## src/rtl/ddr4_mem_pkg.sv

```systemverilog
// Shared types and default geometry for the DDR4 memory-side command scheduler.
// Width helpers here keep the bank tracker and the top in agreement about timer size.
package ddr4_mem_pkg;

   typedef enum logic [3:0] {
      CMD_NOP  = 4'd0,
      CMD_ACT  = 4'd1,
      CMD_RD   = 4'd2,
      CMD_WR   = 4'd3,
      CMD_RDA  = 4'd4,
      CMD_WRA  = 4'd5,
      CMD_PRE  = 4'd6,
      CMD_PREA = 4'd7,
      CMD_REF  = 4'd8
   } ddr4_cmd_t;

   typedef enum logic [1:0] {
      BK_IDLE        = 2'd0,
      BK_ACTIVATING  = 2'd1,
      BK_OPEN        = 2'd2,
      BK_PRECHARGING = 2'd3
   } bank_state_t;

   localparam int DEF_BANKS     = 4;
   localparam int DEF_BANKGROUP = 4;
   localparam int DEF_RWIDTH    = 16;
   localparam int DEF_CWIDTH    = 10;

   localparam int BGW   = $clog2(DEF_BANKGROUP);
   localparam int BAW   = $clog2(DEF_BANKS);
   localparam int NB    = DEF_BANKS * DEF_BANKGROUP;
   localparam int ADDRW = DEF_RWIDTH + BAW + DEF_CWIDTH + BGW;

   // Smallest timer that holds the longest load: auto-precharge waits out the burst first.
   function automatic int timer_width(input int tcl, input int tcwl, input int bl,
                                      input int trcd, input int trp);
      int m;
      m = trcd;
      if (trp > m) m = trp;
      if (tcl + bl / 2 + trp > m) m = tcl + bl / 2 + trp;
      if (tcwl + bl / 2 + trp > m) m = tcwl + bl / 2 + trp;
      return $clog2(m + 1);
   endfunction

endpackage

```

## src/rtl/ddr4_bank_tracker.sv

```systemverilog
// One DDR4 bank: IDLE/ACTIVATING/OPEN/PRECHARGING state, countdown timer and open-row register.
// Legality is decided by the top; this block only applies accepted ACT/PRE strobes.
module ddr4_bank_tracker
   import ddr4_mem_pkg::*;
#(
   parameter int RWIDTH = 16,
   parameter int TW     = 5,
   parameter int TRCD   = 11
) (
   input  logic              clock,
   input  logic              reset_n,
   input  logic              act,
   input  logic              pre,
   input  logic [TW-1:0]     pre_load,
   input  logic [RWIDTH-1:0] row_in,
   output logic [1:0]        state,
   output logic [RWIDTH-1:0] row_out
);

   bank_state_t       state_q, state_d;
   logic [TW-1:0]     timer_q, timer_d;
   logic [RWIDTH-1:0] row_q, row_d;

   // The transition fires on timer value 1 so the bank is usable exactly TRCD/TRP clocks after the command.
   always_comb begin
      // NOTE: every variable is given its hold value first so no path through the case infers a latch.
      state_d = state_q;
      timer_d = timer_q;
      row_d   = row_q;
      unique case (state_q)
         BK_IDLE: begin
            if (act) begin
               state_d = BK_ACTIVATING;
               timer_d = TW'(TRCD - 1);
               row_d   = row_in;
            end
         end
         BK_ACTIVATING: begin
            if (pre) begin
               state_d = BK_PRECHARGING;
               timer_d = pre_load;
            end else if (timer_q <= TW'(1)) begin
               state_d = BK_OPEN;
               timer_d = '0;
            end else begin
               timer_d = timer_q - TW'(1);
            end
         end
         BK_OPEN: begin
            if (pre) begin
               state_d = BK_PRECHARGING;
               timer_d = pre_load;
            end
         end
         BK_PRECHARGING: begin
            if (timer_q <= TW'(1)) begin
               state_d = BK_IDLE;
               timer_d = '0;
            end else begin
               timer_d = timer_q - TW'(1);
            end
         end
      endcase
   end

   // NOTE: sequential state uses non-blocking assignments so every flop samples pre-edge values.
   always_ff @(posedge clock or negedge reset_n) begin
      if (!reset_n) begin
         state_q <= BK_IDLE;
         timer_q <= '0;
         row_q   <= '0;
      end else begin
         state_q <= state_d;
         timer_q <= timer_d;
         row_q   <= row_d;
      end
   end

   assign state   = state_q;
   assign row_out = row_q;

endmodule

```

## src/rtl/ddr4_mem_sched.sv

```systemverilog
// DDR4 memory-side command scheduler: per-bank trackers, command legality checks,
// separate read/write latency delay lines and a single burst engine driving beat-pair addresses.
module ddr4_mem_sched
   import ddr4_mem_pkg::*;
#(
   parameter int BANKS     = 4,
   parameter int BANKGROUP = 4,
   parameter int RWIDTH    = 16,
   parameter int CWIDTH    = 10,
   parameter int TCL       = 11,
   parameter int TCWL      = 9,
   parameter int BL        = 8,
   parameter int TRCD      = 11,
   parameter int TRP       = 11,
   localparam int BG_W     = $clog2(BANKGROUP),
   localparam int BA_W     = $clog2(BANKS),
   localparam int N_BANK   = BANKS * BANKGROUP,
   localparam int ADDR_W   = RWIDTH + BA_W + CWIDTH + BG_W
) (
   input  logic              clock,
   input  logic              reset_n,
   input  logic              cmd_valid,
   input  logic [3:0]        cmd,
   input  logic [BG_W-1:0]   bg,
   input  logic [BA_W-1:0]   ba,
   input  logic [RWIDTH-1:0] row,
   input  logic [CWIDTH-1:0] col,
   output logic [N_BANK-1:0] bank_open,
   output logic              rd_beat_vld,
   output logic              wr_beat_vld,
   output logic [ADDR_W-1:0] beat_addr,
   output logic              beat_last,
   output logic              err_cmd,
   output logic              err_timing,
   output logic              err_conflict
);

   localparam int TW    = timer_width(TCL, TCWL, BL, TRCD, TRP);
   localparam int HALF  = BL / 2;
   localparam int LOW   = $clog2(BL);
   localparam int CNT_W = $clog2(HALF);

   logic [1:0]        bank_st  [N_BANK];
   logic [RWIDTH-1:0] bank_row [N_BANK];
   logic [N_BANK-1:0] act_en, pre_en;
   logic [TW-1:0]     pre_load;

   for (genvar i = 0; i < N_BANK; i++) begin : g_bank
      ddr4_bank_tracker #(
         .RWIDTH (RWIDTH),
         .TW     (TW),
         .TRCD   (TRCD)
      ) u_bank (
         .clock    (clock),
         .reset_n  (reset_n),
         .act      (act_en[i]),
         .pre      (pre_en[i]),
         .pre_load (pre_load),
         .row_in   (row),
         .state    (bank_st[i]),
         .row_out  (bank_row[i])
      );
      assign bank_open[i] = (bank_st[i] == BK_OPEN);
   end

   // ---------------- command decode ----------------
   ddr4_cmd_t               op;
   logic [BG_W+BA_W-1:0]    sel;
   logic [1:0]              sel_st;
   logic                    any_busy, rd_push, wr_push;
   logic                    err_cmd_d, err_timing_d, err_cmd_q, err_timing_q;
   logic [ADDR_W-1:0]       entry;

   assign sel    = {bg, ba};
   assign sel_st = bank_st[sel];
   assign entry  = {bank_row[sel], ba, col, bg};

   always_comb begin
      op           = ddr4_cmd_t'(cmd);
      act_en       = '0;
      pre_en       = '0;
      pre_load     = TW'(TRP - 1);
      rd_push      = 1'b0;
      wr_push      = 1'b0;
      err_cmd_d    = 1'b0;
      err_timing_d = 1'b0;
      any_busy     = 1'b0;
      for (int i = 0; i < N_BANK; i++) begin
         if (bank_st[i] != BK_IDLE) any_busy = 1'b1;
      end
      if (cmd_valid) begin
         unique case (op)
            CMD_NOP: ;
            CMD_ACT: begin
               if (sel_st == BK_IDLE)             act_en[sel]  = 1'b1;
               else if (sel_st == BK_PRECHARGING) err_timing_d = 1'b1;
               else                               err_cmd_d    = 1'b1;
            end
            CMD_RD, CMD_WR, CMD_RDA, CMD_WRA: begin
               if (sel_st == BK_OPEN) begin
                  rd_push = (op == CMD_RD) || (op == CMD_RDA);
                  wr_push = (op == CMD_WR) || (op == CMD_WRA);
                  // Auto-precharge holds the bank until the burst has drained, then waits tRP.
                  if (op == CMD_RDA) begin
                     pre_en[sel] = 1'b1;
                     pre_load    = TW'(TCL + HALF + TRP - 1);
                  end else if (op == CMD_WRA) begin
                     pre_en[sel] = 1'b1;
                     pre_load    = TW'(TCWL + HALF + TRP - 1);
                  end
               end else if (sel_st == BK_ACTIVATING) begin
                  err_timing_d = 1'b1;
               end else begin
                  err_cmd_d = 1'b1;
               end
            end
            CMD_PRE:  pre_en[sel] = 1'b1;
            CMD_PREA: pre_en      = '1;
            CMD_REF:  err_cmd_d   = any_busy;
            default:  err_cmd_d   = 1'b1;
         endcase
      end
   end

   // ---------------- latency delay lines ----------------
   logic [TCL-1:0]    rd_vld_q, rd_vld_d;
   logic [TCWL-1:0]   wr_vld_q, wr_vld_d;
   logic [ADDR_W-1:0] rd_line_q [TCL];
   logic [ADDR_W-1:0] rd_line_d [TCL];
   logic [ADDR_W-1:0] wr_line_q [TCWL];
   logic [ADDR_W-1:0] wr_line_d [TCWL];

   always_comb begin
      rd_vld_d     = {rd_vld_q[TCL-2:0], rd_push};
      wr_vld_d     = {wr_vld_q[TCWL-2:0], wr_push};
      rd_line_d[0] = entry;
      wr_line_d[0] = entry;
      for (int i = 1; i < TCL; i++)  rd_line_d[i] = rd_line_q[i-1];
      for (int i = 1; i < TCWL; i++) wr_line_d[i] = wr_line_q[i-1];
   end

   // NOTE: the payload stages are reset along with the valid bits so a mid-burst reset leaves nothing behind.
   always_ff @(posedge clock or negedge reset_n) begin
      if (!reset_n) begin
         rd_vld_q <= '0;
         wr_vld_q <= '0;
         for (int i = 0; i < TCL; i++)  rd_line_q[i] <= '0;
         for (int i = 0; i < TCWL; i++) wr_line_q[i] <= '0;
      end else begin
         rd_vld_q  <= rd_vld_d;
         wr_vld_q  <= wr_vld_d;
         rd_line_q <= rd_line_d;
         wr_line_q <= wr_line_d;
      end
   end

   // ---------------- burst engine ----------------
   logic              rd_beat_q, rd_beat_d, wr_beat_q, wr_beat_d;
   logic [ADDR_W-1:0] addr_q, addr_d;
   logic [CNT_W-1:0]  cnt_q, cnt_d;
   logic              err_conflict_q, err_conflict_d;
   logic              rd_em, wr_em, active, last, can_start;

   assign rd_em     = rd_vld_q[TCL-1];
   assign wr_em     = wr_vld_q[TCWL-1];
   assign active    = rd_beat_q | wr_beat_q;
   assign last      = active && (cnt_q == CNT_W'(HALF - 1));
   assign can_start = !active || last;

   // Reads win a same-clock tie; anything emerging mid-burst is dropped and flagged.
   always_comb begin
      rd_beat_d      = 1'b0;
      wr_beat_d      = 1'b0;
      addr_d         = '0;
      cnt_d          = '0;
      err_conflict_d = (rd_em && wr_em) || ((rd_em || wr_em) && !can_start);
      if (can_start && rd_em) begin
         rd_beat_d = 1'b1;
         addr_d    = rd_line_q[TCL-1];
      end else if (can_start && wr_em) begin
         wr_beat_d = 1'b1;
         addr_d    = wr_line_q[TCWL-1];
      end else if (active && !last) begin
         rd_beat_d             = rd_beat_q;
         wr_beat_d             = wr_beat_q;
         addr_d                = addr_q;
         addr_d[BG_W +: LOW]   = addr_q[BG_W +: LOW] + LOW'(2);
         cnt_d                 = cnt_q + CNT_W'(1);
      end
   end

   always_ff @(posedge clock or negedge reset_n) begin
      if (!reset_n) begin
         rd_beat_q      <= 1'b0;
         wr_beat_q      <= 1'b0;
         addr_q         <= '0;
         cnt_q          <= '0;
         err_cmd_q      <= 1'b0;
         err_timing_q   <= 1'b0;
         err_conflict_q <= 1'b0;
      end else begin
         rd_beat_q      <= rd_beat_d;
         wr_beat_q      <= wr_beat_d;
         addr_q         <= addr_d;
         cnt_q          <= cnt_d;
         err_cmd_q      <= err_cmd_d;
         err_timing_q   <= err_timing_d;
         err_conflict_q <= err_conflict_d;
      end
   end

   assign rd_beat_vld  = rd_beat_q;
   assign wr_beat_vld  = wr_beat_q;
   assign beat_addr    = addr_q;
   assign beat_last    = last;
   assign err_cmd      = err_cmd_q;
   assign err_timing   = err_timing_q;
   assign err_conflict = err_conflict_q;

endmodule
```

## config.mk

```make
export PLATFORM = sky130hd
export DESIGN_NAME = ddr4_mem_sched
export DESIGN_NICKNAME = d
export VERILOG_FILES = /design/src/rtl/ddr4_mem_pkg.sv /design/src/rtl/ddr4_bank_tracker.sv /design/src/rtl/ddr4_mem_sched.sv
export SDC_FILE = /design/constraint.sdc
export NUM_CORES = 1
export LEC_CHECK = 0
export ABC_AREA = 1
export CAP_MARGIN = 20
export CORE_UTILIZATION = 43
export CTS_CLUSTER_SIZE = 14
export DETAILED_ROUTE_END_ITERATION = 6
export GPL_ROUTABILITY_DRIVEN = 0
export PLACE_DENSITY = 0.67
export RECOVER_POWER = 100
export SYNTH_ARGS = -nofsm -noshare
export SYNTH_HDL_FRONTEND = slang
export SYNTH_HIERARCHICAL = 1
export SYNTH_SLANG_ARGS = --single-unit
```

## constraint.sdc

```tcl
create_clock -name clock -period 4.7 [get_ports clock]
set_input_delay 1.175 -clock clock [delete_from_list [all_inputs] [get_ports clock]]
set_output_delay 1.175 -clock clock [all_outputs]
set_load 0.005 [all_outputs]
```

==> impl_metrics.tcl <==
set metrics [dict create \
    status "finished, violations left" \
    violations "max-capacitance violations, max-slew violations" \
    grt_max_degree 149 \
    async_flop_share 1.000 \
    worst_path_max_delay_cell "dlygate4sd3_1" \
    ys.flop_type "dfrtp_1" \
    synth_area_sq_um 32770 \
    worst-path-max-fanout 16 \
    wire_per_inst_um 16.87 \
    dieArea_sq_um 77310 \
    drv_slew 120 \
    fin_tns_setup_ns 0 \
    p_switching_mw 6.442 \
    ioPinCount 89 \
    synthToLayoutAreaGrowth_pct 12.59 \
    path_delay_family "simple AND/OR/NAND/NOR gates" \
    min_period_ns 4.237 \
    worstSetupStartpoint "ba[0]" \
    postCtsSetupRepairBufs 0 \
    p_per_area_nw_per_um2 527.2 \
    drv_cap 2 \
    peakVddDrop_mv 0.2747 \
    antenna_found_initial 1 \
    p_leak_nw 19.42 \
    cp-start-kind "input pin" \
    drive_gt1_frac 0.1110 \
    synth_most_common_cell "dfrtp_1" \
    vias 20970 \
    p_seq_frac 0.409 \
    tightest_slew_ns 3.471 \
    worstPathRequired_ns 5.23 \
    grt_pass1_vias 21060 \
    placed_cells 4008 \
    synthTopCellsByCount "dfrtp_1 (755), nand2_1 (750), inv_1 (246)" \
    hold_viol 0 \
    hold_buffers 0 \
    r2r-start "g_bank[0].u_bank/state[1]$_DFFE_PN0P_" \
    die_h_um 278.0 \
    first_pass_iters 5 \
    syn_avg_cell_area_sq_um 11.00 \
    rows 100 \
    ant_nets 0 \
    cts_tree "done" \
    fmax_mhz 236.0 \
    hpwl_mm 43.61 \
    finClkSkew_ns 0.04815 \
    power.internal_mw 13.01 \
    grt.total_usage 0.1862 \
    ys_ff_latch 755 \
    ys_top_cells_by_area "dfrtp_1 (58%), nand2_1 (8.6%), mux2_4 (7.3%)" \
    ys_seq_area_frac 0.5766 \
    viasPerCell 5.044 \
    wl_mm 70.15 \
    fin_crit_sh 0.9015 \
    combPwrFrac 0.243 \
    port_buffers 88 \
    cts_buffers 81 \
    drt-initial-drc-count 1434 \
    cpMostUsedCell "nand2_1" \
    nNetsFinal 3276 \
    syn_inst 2980 \
    clock_latency_ns 0.66 \
    cts_root_buffer "clkbuf_16" \
    arrival_ns 4.77 \
    coreArea_sq_um 74950 \
    path_cells "dlygate4sd3_1, nand2_1, inv_1, a22oi_1, nand2_1, nand2_1, nand2_1, nor2_1, ha_1, nand3_1, buf_4, nor3_1, nand2_2, mux2_1" \
    cts.clk_slew.worst_paths_ns 0.06 \
    synth_cell_type_count 37 \
    clkSinkCount 755 \
    fin_ws_ns 0.4628 \
    worst-path-buf-inv 3 \
    ys_warn_count 6 \
    crit_path_end_kind "register" \
    postCtsResizedCells 0 \
    clockPowerShare 0.348 \
    maxSlewHeadroom -1.314 \
    instances_no_fill 4158 \
    pre_cts_slack_ns 0.1701 \
    hold_start "rd_line_d[15]$_DFF_PN0_" \
    grt_setup_unrepaired "false" \
    htree_levels 3 \
    post-synth-top-area-fraction 0.5766 \
    synth.net_count 3134 \
    fillers 6733 \
    postLayoutCoreUtil 0.4922 \
    criticalPathCategory "in -> reg" \
    n_antenna_cell 0 \
    worstHoldPathType "reg -> reg" \
    dieWidth_um 278.0 \
    grt_overflow 0 \
    clock_path_buffers 3 \
    switching_share 0.3312 \
    report.power.total_mw 19.45 \
    cpPeakStageDelay_ns 0.63 \
    start_util 0.4372 \
    setup_violations 0 \
    grt_pass1_wl_mm 114.9 \
    synth_edf_count 0 \
    drc_errors 0 \
    yosysTopAreaCell "dfrtp_1" \
]
final timing paths:
check,end,slack [ns],cells after the start
max,g_bank[14].u_bank/row_out[4]$_DFFE_PN0P_,0.46,14
min,rd_line_q[15]$_DFF_PN0_,0.34,0
max reg2reg,g_bank[14].u_bank/row_out[4]$_DFFE_PN0P_,1.65,11
min reg2reg,rd_line_q[15]$_DFF_PN0_,0.34,0
max in group asynchronous,g_bank[10].u_bank/timer_q[4]$_DFFE_PN0P_,0.99,2
min in group asynchronous,beat_addr[21]$_DFFE_PN0P_,1.74,1
per-stage QoR:
step | hold slack (ns) | instance area (sq um)
finish | 0.3417 | 36890
CTS | 0.3335 | 37660
detailed placement | 0.3347 | 34740
global placement | 0.3310 | 34740
global route | 0.3439 | 36890
floorplan | 0.3312 | 32770
sequential cells by signal, indices dropped and copies added (netlist names):
signal	count
wr_line_q	30
rd_beat_vld	1
g_bank.u_bank/timer_q	80
rd_line_q	30
g_bank.u_bank/row_out	256
wr_beat_vld	1
err_cmd	1
g_bank.u_bank/state	32
wr_line_d	240
rd_line_d	30
cnt_q	2
wr_vld_q	9
rd_vld_q	11
err_conflict	1
err_timing	1
beat_addr	30
cells by family (layout without fill, tap and decap cells):
| group | count (synthesis) | after routing | synth area share |
|---|---|---|---|
| AOI/OAI and AO/OA | 300 | 300 | 0.06137 |
| adders and majority gates | 118 | 118 | 0.04498 |
| xor gates and xnor gates | 17 | 17 | 0.004544 |
| and+or+nand+nor | 1192 | 1192 | 0.1577 |
| buffers and inverters | 342 | 551 | 0.04846 |
| muxes | 256 | 256 | 0.1063 |
| DFF | 755 | 755 | 0.5766 |
per-layer routing:
layer	global-route usage	wire (um)
met1	0.2607	32820
met2	0.2931	32080
met3	0.03224	3255
met4	0.06247	1985
met5	0	0
area by class of cell:
class | count | area [sq um] | share of cell area
Sequential cell | 755 | 18890 | 0.5121
Clock buffer | 116 | 2318 | 0.06285
Timing Repair Buffer | 127 | 1254 | 0.03398
Tap cell | 969 | 1212 | 0.03286
Inverter | 274 | 1036 | 0.02808
Clock inverter | 34 | 594.3 | 0.01611
Multi-Input combinational cell | 1883 | 11580 | 0.3140
power groups by stage:
| stage | combinational [mW] | clock, mW | sequential (mW) |
|---|---|---|---|
| floorplan | 3.75 | 0 | 7.81 |
| global placement | 4.88 | 0 | 8.05 |
| detailed placement | 4.96 | 0 | 8.06 |
| CTS | 5.00 | 6.94 | 7.96 |
| global route | 5.45 | 7.20 | 8.06 |
| finish | 4.73 | 6.76 | 7.96 |
layout by cell type (no fill, tap or decap), types with 5 or more instances in the layout:
cell,count
a21oi_1,77
nand3_1,139
a21o_1,13
clkdlybuf4s50_1,21
clkinv_2,12
a211oi_1,21
o21ai_1,17
mux2_2,96
nand4_1,17
ha_1,117
buf_12,9
nor3_2,16
mux2_1,149
nand2_4,5
inv_1,257
clkbuf_16,81
clkbuf_1,25
inv_2,10
mux2_4,11
bufinv_16,11
a22oi_1,145
nand3b_1,16
o21ai_0,5
clkbuf_8,16
o21bai_1,16
nor3_1,11
nand2_2,38
dlygate4sd3_1,66
buf_4,21
dfrtp_1,755
xor2_1,17
nand2_1,800
nor2_1,143
(Power assumes the default switching activity.)
